### config.mk
export PLATFORM = sky130hd
export DESIGN_NAME = axil_uart_tx_slave
export DESIGN_NICKNAME = d
export VERILOG_FILES = /design/src/rtl/axil_uart_tx_slave.sv
export SDC_FILE = /design/constraint.sdc
export NUM_CORES = 1
export LEC_CHECK = 0
export CORE_MARGIN = 2
export CORE_UTILIZATION = 30
export CTS_CLUSTER_SIZE = 24
export DETAILED_ROUTE_END_ITERATION = 16
export GPL_TIMING_DRIVEN = 0
export PLACE_DENSITY = 0.48
export SLEW_MARGIN = 30
export SYNTH_ARGS = -nofsm -noshare
export SYNTH_HDL_FRONTEND = slang
export SYNTH_SLANG_ARGS = --single-unit
### constraint.sdc
create_clock -name clk_i -period 2.85 [get_ports clk_i]
set_clock_uncertainty 0.05 [all_clocks]
set_input_delay 0.285 -clock clk_i [delete_from_list [all_inputs] [get_ports clk_i]]
set_output_delay 0.285 -clock clk_i [all_outputs]
set_load 0.01 [all_outputs]
### src/rtl/axil_uart_tx_slave.sv
// AXI4-Lite slave with a UART-Lite register map (RX/TX/STAT/CTRL)
// feeding a circular TX FIFO and a registered 8N1 serializer.
module axil_uart_tx_slave #(
  parameter int CLK_FREQ_HZ = 100000000,
  parameter int BAUD_RATE   = 115200,
  parameter int FIFO_DEPTH  = 16
) (
  input  logic        clk_i,
  input  logic        rst_ni,
  input  logic [3:0]  s_axi_awaddr_i,
  input  logic        s_axi_awvalid_i,
  output logic        s_axi_awready_o,
  input  logic [31:0] s_axi_wdata_i,
  input  logic [3:0]  s_axi_wstrb_i,
  input  logic        s_axi_wvalid_i,
  output logic        s_axi_wready_o,
  output logic [1:0]  s_axi_bresp_o,
  output logic        s_axi_bvalid_o,
  input  logic        s_axi_bready_i,
  input  logic [3:0]  s_axi_araddr_i,
  input  logic        s_axi_arvalid_i,
  output logic        s_axi_arready_o,
  output logic [31:0] s_axi_rdata_o,
  output logic [1:0]  s_axi_rresp_o,
  output logic        s_axi_rvalid_o,
  input  logic        s_axi_rready_i,
  output logic        tx_o
);

  localparam int CPB = CLK_FREQ_HZ / BAUD_RATE;
  localparam int AW  = $clog2(FIFO_DEPTH);
  localparam int CW  = $clog2(CPB);

  localparam logic [1:0] S_IDLE  = 2'd0;
  localparam logic [1:0] S_START = 2'd1;
  localparam logic [1:0] S_DATA  = 2'd2;
  localparam logic [1:0] S_STOP  = 2'd3;

  logic          r_awready;
  logic          r_bvalid;
  logic [1:0]    r_bresp;
  logic          r_arready;
  logic          r_rvalid;
  logic [31:0]   r_rdata;

  logic [7:0]    r_mem [FIFO_DEPTH];
  logic [AW-1:0] r_wptr;
  logic [AW-1:0] r_rptr;
  logic [AW:0]   r_count;

  logic [1:0]    r_state;
  logic [CW-1:0] r_clk_cnt;
  logic [2:0]    r_bit_idx;
  logic [7:0]    r_shift;
  logic          r_tx;

  logic          w_empty;
  logic          w_full;
  logic          w_busy;
  logic          w_tx_sel;
  logic          w_push;
  logic          w_drop;
  logic          w_flush;
  logic          w_pop;
  logic          w_bit_end;
  logic [31:0]   w_stat;
  logic [31:0]   w_rd_val;
  logic          w_unused;

  assign w_empty   = (r_count == '0);
  assign w_full    = (r_count == (AW+1)'(FIFO_DEPTH));
  assign w_busy    = (r_state != S_IDLE);
  assign w_tx_sel  = r_awready & (s_axi_awaddr_i[3:2] == 2'd1) & s_axi_wstrb_i[0];
  assign w_flush   = r_awready & (s_axi_awaddr_i[3:2] == 2'd3)
                   & s_axi_wstrb_i[0] & s_axi_wdata_i[0];
  assign w_push    = w_tx_sel & ~w_full & ~w_flush;
  assign w_drop    = w_tx_sel & w_full;
  assign w_pop     = (r_state == S_IDLE) & ~w_empty;
  assign w_bit_end = (r_clk_cnt == CW'(CPB - 1));
  assign w_stat    = {27'd0, w_busy, w_full, w_empty, 2'b00};
  assign w_rd_val  = (s_axi_araddr_i[3:2] == 2'd2) ? w_stat : 32'd0;
  assign w_unused  = &{1'b0, s_axi_awaddr_i[1:0], s_axi_araddr_i[1:0],
                       s_axi_wdata_i[31:8], s_axi_wstrb_i[3:1]};

  // Ready pulses one cycle after both valids seen; handshake completes on it.
  always_ff @(posedge clk_i or negedge rst_ni) begin
    if (!rst_ni) begin
      r_awready <= 1'b0;
      r_bvalid  <= 1'b0;
      r_bresp   <= 2'b00;
    end else begin
      r_awready <= s_axi_awvalid_i & s_axi_wvalid_i & ~r_bvalid & ~r_awready;
      if (r_awready) begin
        r_bvalid <= 1'b1;
        r_bresp  <= w_drop ? 2'b10 : 2'b00;
      end else if (r_bvalid & s_axi_bready_i) begin
        r_bvalid <= 1'b0;
      end
    end
  end

  always_ff @(posedge clk_i or negedge rst_ni) begin
    if (!rst_ni) begin
      r_arready <= 1'b0;
      r_rvalid  <= 1'b0;
      r_rdata   <= 32'd0;
    end else begin
      r_arready <= s_axi_arvalid_i & ~r_rvalid & ~r_arready;
      if (r_arready) begin
        r_rvalid <= 1'b1;
        r_rdata  <= w_rd_val;
      end else if (r_rvalid & s_axi_rready_i) begin
        r_rvalid <= 1'b0;
      end
    end
  end

  always_ff @(posedge clk_i) begin
    if (w_push) r_mem[r_wptr] <= s_axi_wdata_i[7:0];
  end

  always_ff @(posedge clk_i or negedge rst_ni) begin
    if (!rst_ni) begin
      r_wptr  <= '0;
      r_rptr  <= '0;
      r_count <= '0;
    end else if (w_flush) begin
      r_rptr  <= r_wptr;
      r_count <= '0;
    end else begin
      if (w_push) r_wptr <= r_wptr + AW'(1);
      if (w_pop)  r_rptr <= r_rptr + AW'(1);
      r_count <= r_count + (AW+1)'(w_push) - (AW+1)'(w_pop);
    end
  end

  // Serializer: tx_o comes straight from a flop so the line never glitches.
  always_ff @(posedge clk_i or negedge rst_ni) begin
    if (!rst_ni) begin
      r_state   <= S_IDLE;
      r_clk_cnt <= '0;
      r_bit_idx <= 3'd0;
      r_shift   <= 8'd0;
      r_tx      <= 1'b1;
    end else begin
      case (r_state)
        S_IDLE: begin
          if (w_pop) begin
            r_state   <= S_START;
            r_shift   <= r_mem[r_rptr];
            r_clk_cnt <= '0;
            r_tx      <= 1'b0;
          end
        end
        S_START: begin
          if (w_bit_end) begin
            r_state   <= S_DATA;
            r_clk_cnt <= '0;
            r_bit_idx <= 3'd0;
            r_tx      <= r_shift[0];
          end else begin
            r_clk_cnt <= r_clk_cnt + CW'(1);
          end
        end
        S_DATA: begin
          if (w_bit_end) begin
            r_clk_cnt <= '0;
            if (r_bit_idx == 3'd7) begin
              r_state <= S_STOP;
              r_tx    <= 1'b1;
            end else begin
              r_bit_idx <= r_bit_idx + 3'd1;
              r_shift   <= {1'b0, r_shift[7:1]};
              r_tx      <= r_shift[1];
            end
          end else begin
            r_clk_cnt <= r_clk_cnt + CW'(1);
          end
        end
        default: begin
          if (w_bit_end) begin
            r_state   <= S_IDLE;
            r_clk_cnt <= '0;
          end else begin
            r_clk_cnt <= r_clk_cnt + CW'(1);
          end
        end
      endcase
    end
  end

  assign s_axi_awready_o = r_awready;
  assign s_axi_wready_o  = r_awready;
  assign s_axi_bvalid_o  = r_bvalid;
  assign s_axi_bresp_o   = r_bresp;
  assign s_axi_arready_o = r_arready;
  assign s_axi_rvalid_o  = r_rvalid;
  assign s_axi_rdata_o   = r_rdata;
  assign s_axi_rresp_o   = 2'b00;
  assign tx_o            = r_tx;

endmodule

* Word-level counts from Yosys, hierarchy flattened *
Memories as Yosys holds them, arrays and structs flattened.
Cells that the tools add are included.

operators by class
  reductions and logical operators = 15
  bitwise gates (word level) = 23
  muxes and demuxes = 33
  add/sub/neg operators = 6
  equal/unequal tests = 13

operators by type and width
  cell                                           count
  2-to-1 mux 10 bit                              3
  2-to-1 mux 8 bit                               3
  bitwise AND 1 bit                              16
  one-hot mux 8 bit (2 select lines)             1
  nonzero test 2 bit                             7
  2-to-1 mux 2 bit                               6
  AND reduction 4 bit                            3
  adder 10 x 1 -> 10 bit, second input constant  1
  equality test 10 bit, second input constant    1
  2-to-1 mux 1 bit                               10
  2-to-1 mux 5 bit                               2
  != test 2 bit, second input constant           5
  2-to-1 mux 3 bit                               3
  adder 4 x 1 -> 4 bit, second input constant    2
  2-to-1 mux 4 bit                               2
  NOT 1 bit                                      7
  equality test 2 bit, second input constant     3
  one-hot mux 2 bit (3 select lines)             1
  one-hot mux 3 bit (2 select lines)             1
  adder 5 x 1 -> 5 bit                           1
  equality test 5 bit, second input constant     1
  logical NOT 5 bit                              1
  AND reduction 5 bit                            1
  subtractor 5 x 1 -> 5 bit                      1
  other kinds (7)                                8

storage, ports and cells
  memories = 1
  word-level logic and storage cells = 105
  register bits after elaboration = 75
  bits of input ports = 51
  memory bits (writable) = 128

memories
  name   words  width  read ports  clocked after Yosys merged registers in  write ports  RTL line  source
  r_mem  16     8      1           0                                        1            46        logic [7:0] r_mem [FIFO_DEPTH];

* Longest topological paths before layout *
Gate-level depths: netlist of the first run.

  depth after elaboration = 9
  mapped depth = 15
  depth with buffers taken out = 15

* Worst setup path before layout of the first run *
OpenSTA, ideal clock, no wires.

  path type = register to register
  start point = register r_count[2]
  end point = register r_count[4]
  library setup time = 0.078 ns
  clock period less this slack = 2.686 ns
  required time = 2.722 ns
  data arrival time = 2.558 ns
  stages on the path, launching flop included = 16
  slack = 0.164 ns
  cell sequence = dfrtp_1 > inv_1 > ha_1 > nand4bb_1 > nor3b_2 > inv_1 > ha_1 > inv_1 > ha_1 > inv_1 > fa_1 > inv_1 > a21oi_1 > nor2_1 > or3_1 > a21oi_1

on the way
  word-level cells in the longest chain between the ends = 7

RTL lines
  what                             RTL line  source
  from (decl)                      49        logic [AW:0] r_count;
  from (signal assigned)           133       r_count <= r_count + (AW+1)'(w_push) - (AW+1)'(w_pop);
  equality test 5 bit              71        assign w_full = (r_count == (AW+1)'(FIFO_DEPTH));
  NOT 1 bit                        76        assign w_push = w_tx_sel & ~w_full & ~w_flush;
  bitwise AND 1 bit (2 in series)  76
  adder 5 x 1 -> 5 bit             133
  subtractor 5 x 1 -> 5 bit *      133
  2-to-1 mux 5 bit *               127       end else if (w_flush) begin

Every way passes the cells marked *; elsewhere a longest branch is shown, timed or not.
A chain may end at the register's enable or synchronous reset.

* Final worst setup path of the first run *
Ends and elaborated chain as after synthesis.

==> results of run 1 <==
flip-flops by register name, indices dropped and copies added, names as in the netlist, 2 cells and up:
| register | flops |
|---|---|
| r_clk_cnt | 10 |
| r_rptr | 4 |
| r_wptr | 4 |
| s_axi_rdata_o | 3 |
| r_shift | 8 |
| r_state | 2 |
| r_count | 5 |
| r_bit_idx | 3 |
| r_mem | 128 |
how the worst min path moves through the flow:
| stage | cells past startpoint | slack (ns) | to |
|---|---|---|---|
| 2_1_floorplan | 0 | -0.06 | r_bit_idx[0] |
| 3_3_place_gp | 1 | 0.40 | s_axi_arready_o |
| 3_5_place_dp | 1 | 0.29 | r_count[4] |
| 5_1_grt | 3 | 0.36 | s_axi_awready_o |
| 4_1_cts | 3 | 0.34 | s_axi_awready_o |
| 6_report | 3 | 0.34 | s_axi_awready_o |
final cells by class:
type / count / area (sq um) / area share
flip-flops and latches: 173 / 4970 / 0.537
clock inverters: 15 / 186 / 0.0202
plain buffers: 53 / 349 / 0.0377
clock buffers: 17 / 425 / 0.0460
well taps: 330 / 413 / 0.0446
inverters: 22 / 82.6 / 0.00893
multi-input cells: 313 / 2470 / 0.267
repair buffers: 37 / 350 / 0.0379
report_power, final:
group	internal [W]	switching [W]	total (W)	leakage (nW)
combinational	0.000646	0.000751	0.00140	1.47
sequential	0.00281	0.000113	0.00292	1.71
clock	0.00127	0.00113	0.00239	0.297
layer usage:
layer / up-vias / GRT usage / part of all wire
met5: - / 0 / 0
met4: 0 / 0.0287 / 0.0074
met3: 12 / 0.0313 / 0.041
met2: 109 / 0.220 / 0.49
met1: 2260 / 0.177 / 0.46
li1: 2088 / - / -
logic make-up after synthesis:
group	after synthesis	synth area share
compound gates	91	0.0760
simple gates	109	0.0794
xor+xnor	9	0.0102
flops	173	0.646
other cells	1	0.000488
buf+inv	76	0.0566
mux	53	0.0991
fa+ha+maj	19	0.0319
through the flow:
step / total power (W) / hold slack, ns
after CTS: 0.00668 / 0.338
after floorplan: 0.00382 / -0.0606
final: 0.00671 / 0.343
after global routing: 0.00700 / 0.357
after detailed placement: 0.00427 / 0.288
after global placement: 0.00424 / 0.397
timing repair:
item,CTS,global route
endpoints found under the hold margin,44,0
setup endpoints to repair,53,1
pin swaps,0,1
buffers inserted,2,5
hold buffers,1,0
gates resized for setup,4,8
critical path: stages (launching register included):
cell	delay, ns
dfrtp_1	0.39
inv_1	0.13
ha_4	0.17
nor4b_4	0.28
nor2_4	0.10
ha_1	0.29
inv_1	0.04
ha_1	0.18
inv_1	0.08
fa_2	0.21
inv_1	0.04
a21oi_1	0.11
nor2_1	0.06
or3_1	0.35
a21oi_2	0.13
cells in the final DEF (no fill, tap or decap), drive strengths merged, types with 2 or more instances in the layout:
master	count
a211o	6
a21o	4
a21oi	20
a22o	2
a22oi	14
and2	19
and3	4
buf	51
clkbuf	27
clkdlybuf4s50	28
clkinv	5
conb	32
dfrtp	44
edfxtp	128
ha	18
inv	30
mux2	5
mux2i	30
mux4	18
nand2	30
nand2b	3
nand3	5
nand4	4
nor2	19
nor2b	5
nor3	4
nor3b	4
nor4b	2
o21ai	24
o22ai	8
o31ai	6
or3	3
xnor2	6
xor2	3
==> qor.yml, run 1 <==
critical_path:
  r2r.worst_path.cells: 14
  critPathLaunchType: "flip-flop"
  crit_path_start: "r_count[2]"
  rr_endpoint: "r_count[4]"
  crit_type: "reg2reg"
  required_ns: 3.16
  reg2reg_setup_slack_ns: 0.17
  rr_startpoint: "r_count[2]"
  cp-endpoint: "r_count[4]"
  worstPathMaxFanout: 5
  worstPathArrival_ns: 2.99
  cp-end-kind: "flip-flop"
grt:
  grt_max_degree: 46
  grt_overflow: 0
  grt_pass1_vias: 4418
  grt_pass1_wl_um: 26100
  grt.total_usage: 0.133
  antenna_found_initial: 0
drt:
  num_vias: 4469
  drt_pre_antenna_iters: 6
  wl_per_cell_um: 17.8
  drt-total-wl_um: 17100
  vias_per_cell: 4.66
  initialDrtViolationCount: 317
  drc: 0
  drtAntennaViolNets: 0
floorplan:
  die_h_um: 164
  die_w_um: 164
  core_area_sq_mm: 0.0252
  start_util: 0.305
  row_count: 58
  ios: 93
  die-area_sq_mm: 0.0269
logic_synthesis:
  synth_edf_count: 128
  synth_top_area_share: 0.500
  synth.distinct_cells: 56
  synth-seq-cells: 173
  postSynthCellCount: 531
  synth_warnings: 0
  synth.most_common_cell: "edfxtp_1"
  yosysTopAreaCell: "edfxtp_1"
  async_flop_share: 0.260
  synth.avg_cell_area_sq_um: 14.5
  synthTopCellsByCount: "edfxtp_1, dfrtp_1, buf_4"
  synth_flop_cell: "edfxtp_1"
  yosysSeqAreaShare: 0.646
  synth.top_cells.by_area: "edfxtp_1, dfrtp_1, mux4_2"
  mappedNetlistArea_sq_mm: 0.00769
clock_network:
  clock_path_buffers: 2
  cts_tree: "built"
  clock_sinks: 173
  clockRootBuffer: "clkbuf_16"
  cts_buffers: 17
  htree_levels: 4
  clkTransAtPathRegs_ns: 0.07
  insertion_delay_ns: 0.44
placement:
  io_buffers: 29
  post-place-ws_ns: -0.358
  place_inst: 921
  dpl_cell_area_sq_mm: 0.00851
  hpwlAfterDp_um: 11500
  gp_congestion: 0.766
power:
  power.leakage_nw: 3.48
  vdd_ir_drop_max_v: 0.000437
  p_per_area_mw_per_mm2: 726
sta:
  slew_headroom: 0.409
  rsz0062_at_grt: "no"
  max_freq_mhz: 373
  setup_viol: 0
  drv_slew: 0
  period_needed_ns: 2.68
  fin_tns_setup_ns: 0
  tightest_slew_ns: 0.886
  final_hold_viol_count: 0
  setup_slack_ns: 0.168
  period_share: 0.941
final_layout:
  nets: 687
  final_util: 0.367
  nFillCells: 2383
  stdcell_area_sq_mm: 0.00925
  drive_gt1_frac: 0.195
  areaGrowthSynthToFinish_pct: 20.3
  fin_cells: 960
  antennaDiodeCount: 0
hold_path:
  hp-class: "in2reg"
  hp-start: "s_axi_wvalid_i"
flow_run:
  maxCapViolCount: 0
status:
  status: "complete, no violations"
Power figures use the tool's default switching activity.
==> run 2: changes to the inputs <==
--- a/config.mk
+++ b/config.mk
@@ -7,6 +7,7 @@
 export LEC_CHECK = 0
 export CORE_MARGIN = 2
 export CORE_UTILIZATION = 30
+export CTS_CLUSTER_DIAMETER = 120
 export CTS_CLUSTER_SIZE = 24
 export DETAILED_ROUTE_END_ITERATION = 16
 export GPL_TIMING_DRIVEN = 0
==> results of run 2 <==
No change in the layout: final DEF, timing and power equal those of run 1.
==> run 3: changes to the inputs <==
--- a/config.mk
+++ b/config.mk
@@ -5,7 +5,7 @@
 export SDC_FILE = /design/constraint.sdc
 export NUM_CORES = 1
 export LEC_CHECK = 0
-export CORE_MARGIN = 2
+export CORE_MARGIN = 8
 export CORE_UTILIZATION = 30
 export CTS_CLUSTER_DIAMETER = 120
 export CTS_CLUSTER_SIZE = 24
==> constraint.sdc (replaced) <==
create_clock -name clk_i -period 2.3 [get_ports clk_i]
set_clock_uncertainty 0.05 [all_clocks]
set_input_delay 0.23 -clock clk_i [delete_from_list [all_inputs] [get_ports clk_i]]
set_output_delay 0.23 -clock clk_i [all_outputs]
set_load 0.01 [all_outputs]
==> qor.yml, run 3 (same netlist as run 1, synthesis figures left out) <==
final_layout:
  regArea_sq_mm: 0.00497
  largest_reg_flops: 128
  final_cell_mix: "edfxtp_1, buf_4, dfrtp_1, conb_1"
  final_util: 0.375
  top_register: "r_mem"
  top_regs: "r_mem: 128 flops, r_clk_cnt: 10 flops, r_shift: 8 flops"
  antennaDiodeCount: 0
  areaGrowthSynthToFinish_pct: 22.7
  nFillCells: 2369
  nets: 700
  layout.cells.most_common: "edfxtp_1"
  drive_gt1_frac: 0.263
  multi_input_area_sq_mm: 0.00254
power:
  power.total_w: 0.00845
  vdd_ir_drop_max_v: 0.000398
  power.leakage_nw: 3.57
  p_per_area_mw_per_mm2: 895
placement:
  gp_congestion: 0.756
  post-place-ws_ns: -0.758
  hpwlAfterDp_um: 11800
  io_buffers: 29
floorplan:
  core_area_sq_mm: 0.0252
  row_count: 58
  die_h_um: 176
  die-area_sq_mm: 0.0310
  die_w_um: 176
  ios: 93
  start_util: 0.305
grt:
  grt.total_usage: 0.114
  grt_overflow: 0
  grt_pass1_vias: 4799
  antenna_found_initial: 0
  grt_max_degree: 46
  grt_pass1_wl_um: 26900
critical_path:
  crit_slowest_cell: "dfrtp_1"
  cp_cell_sequence: "inv_2 > ha_4 > nand4bb_4 > nor3b_4 > inv_2 > ha_4 > inv_2 > ha_4 > inv_2 > fa_2 > inv_1 > a21oi_2 > nor2_2 > or3_4 > a21oi_2"
  rr_endpoint: "r_count[4]"
  worstPathArrival_ns: 2.87
  crit_type: "reg2reg"
  critPathLaunchType: "flip-flop"
  cp_common_cell: "inv_2"
  reg2reg_setup_slack_ns: -0.27
  cp-end-kind: "flip-flop"
  r2r.worst_path.cells: 15
  worstPathMaxFanout: 2
  slowest_delay_ns: 0.38
  rr_startpoint: "r_count[2]"
  required_ns: 2.60
clock_network:
  clock_path_buffers: 2
  clockRootBuffer: "clkbuf_16"
  insertion_delay_ns: 0.43
  cts_tree: "built"
  htree_levels: 4
  clkTransAtPathRegs_ns: 0.07
  cts_buffers: 17
  clock_sinks: 173
sta:
  rsz0062_at_grt: "yes"
  setup_viol: 2
  tightest_slew_ns: 0.637
  period_needed_ns: 2.57
  drv_slew: 0
  slew_headroom: 0.574
  period_share: 1.12
  final_hold_viol_count: 0
  max_freq_mhz: 389
  setup_slack_ns: -0.269
drt:
  wl_met1_um: 7640
  drtAntennaViolNets: 0
  drc: 0
  drt_pre_antenna_iters: 4
  initialDrtViolationCount: 236
  dr_wl_met2_um: 8620
  wl_per_cell_um: 18.1
  num_vias: 4541
  routed.top_layer: "met4"
  vias_per_cell: 4.67
  drt-total-wl_um: 17600
  wl_met3_um: 1020
status:
  status: "finished with violations"
  violations: "negative setup slack"
hold_path:
  hp-class: "in2reg"
  hold_end: "s_axi_awready_o"
  hp-start: "s_axi_wvalid_i"
  min_path_cells: 3
flow_run:
  maxCapViolCount: 0
## run 3: cell types whose count changed in the layout (fill, tap and decap cells not counted), sizes merged
cell and delta:
clkbuf +1, buf +12
## run 3: per-layer routing
layer,global-route usage,vias up
met4,0.0420,0
met1,0.141,2316
met2,0.189,88
met3,0.0303,14
li1,-,2123
met5,0,-
## run 3: repair_timing
action	in CTS	in global routing
hold buffers	1	0
hold endpoints to repair	44	0
cloned	0	0
buffers inserted	12	7
setup endpoints to repair	133	128
pin swaps	8	7
gates resized for setup	28	29
## run 3: area by class of cell
| cell class | count | area share |
|---|---|---|
| well taps | 330 | 0.0437 |
| multi-input cells | 313 | 0.269 |
| flip-flops and latches | 173 | 0.527 |
| clock buffers | 17 | 0.0451 |
| repair buffers | 49 | 0.0467 |
| clock inverters | 15 | 0.0203 |
| inverters | 22 | 0.00875 |
| plain buffers | 54 | 0.0394 |
## run 3: report_power, final
part | total (W) | internal (W) | switching, W | leakage [nW]
clock network | 0.00296 | 0.00158 | 0.00139 | 0.300
registers | 0.00364 | 0.00348 | 0.000152 | 1.71
logic | 0.00185 | 0.000881 | 0.000972 | 1.56
total | 0.00845 | 0.00594 | 0.00251 | 3.57
## run 3: through the flow
step	setup TNS, ns	instances	cell area, sq um	hold WS [ns]
detailed placement	-44.10	921	8530	0.233
floorplan	-0.354	562	7830	-0.116
global placement	-51.81	921	8530	0.394
CTS	-0.268	966	9330	0.275
global route	-0.520	973	9440	0.309
finish	-0.277	973	9440	0.286
## run 3: worst max path at each step
stage	slack, ns	from	depth (start not counted)	endpoint
finish	-0.27	r_count[2]	15	r_count[4]
CTS	-0.27	r_count[3]	14	r_count[4]
global route	-0.40	r_count[2]	15	r_count[4]
detailed placement	-0.76	s_axi_wstrb_i[0]	14	r_count[4]
global placement	-0.68	s_axi_wstrb_i[0]	14	r_count[4]
floorplan	-0.29	r_count[3]	15	r_count[4]
## run 3: critical path, delay by kind of cell, from the launching register on
kind	cells	cell delay (ns)
buf+inv	5	0.29
compound gates	2	0.26
flops	1	0.38
simple gates	4	0.75
fa+ha+maj	4	0.77
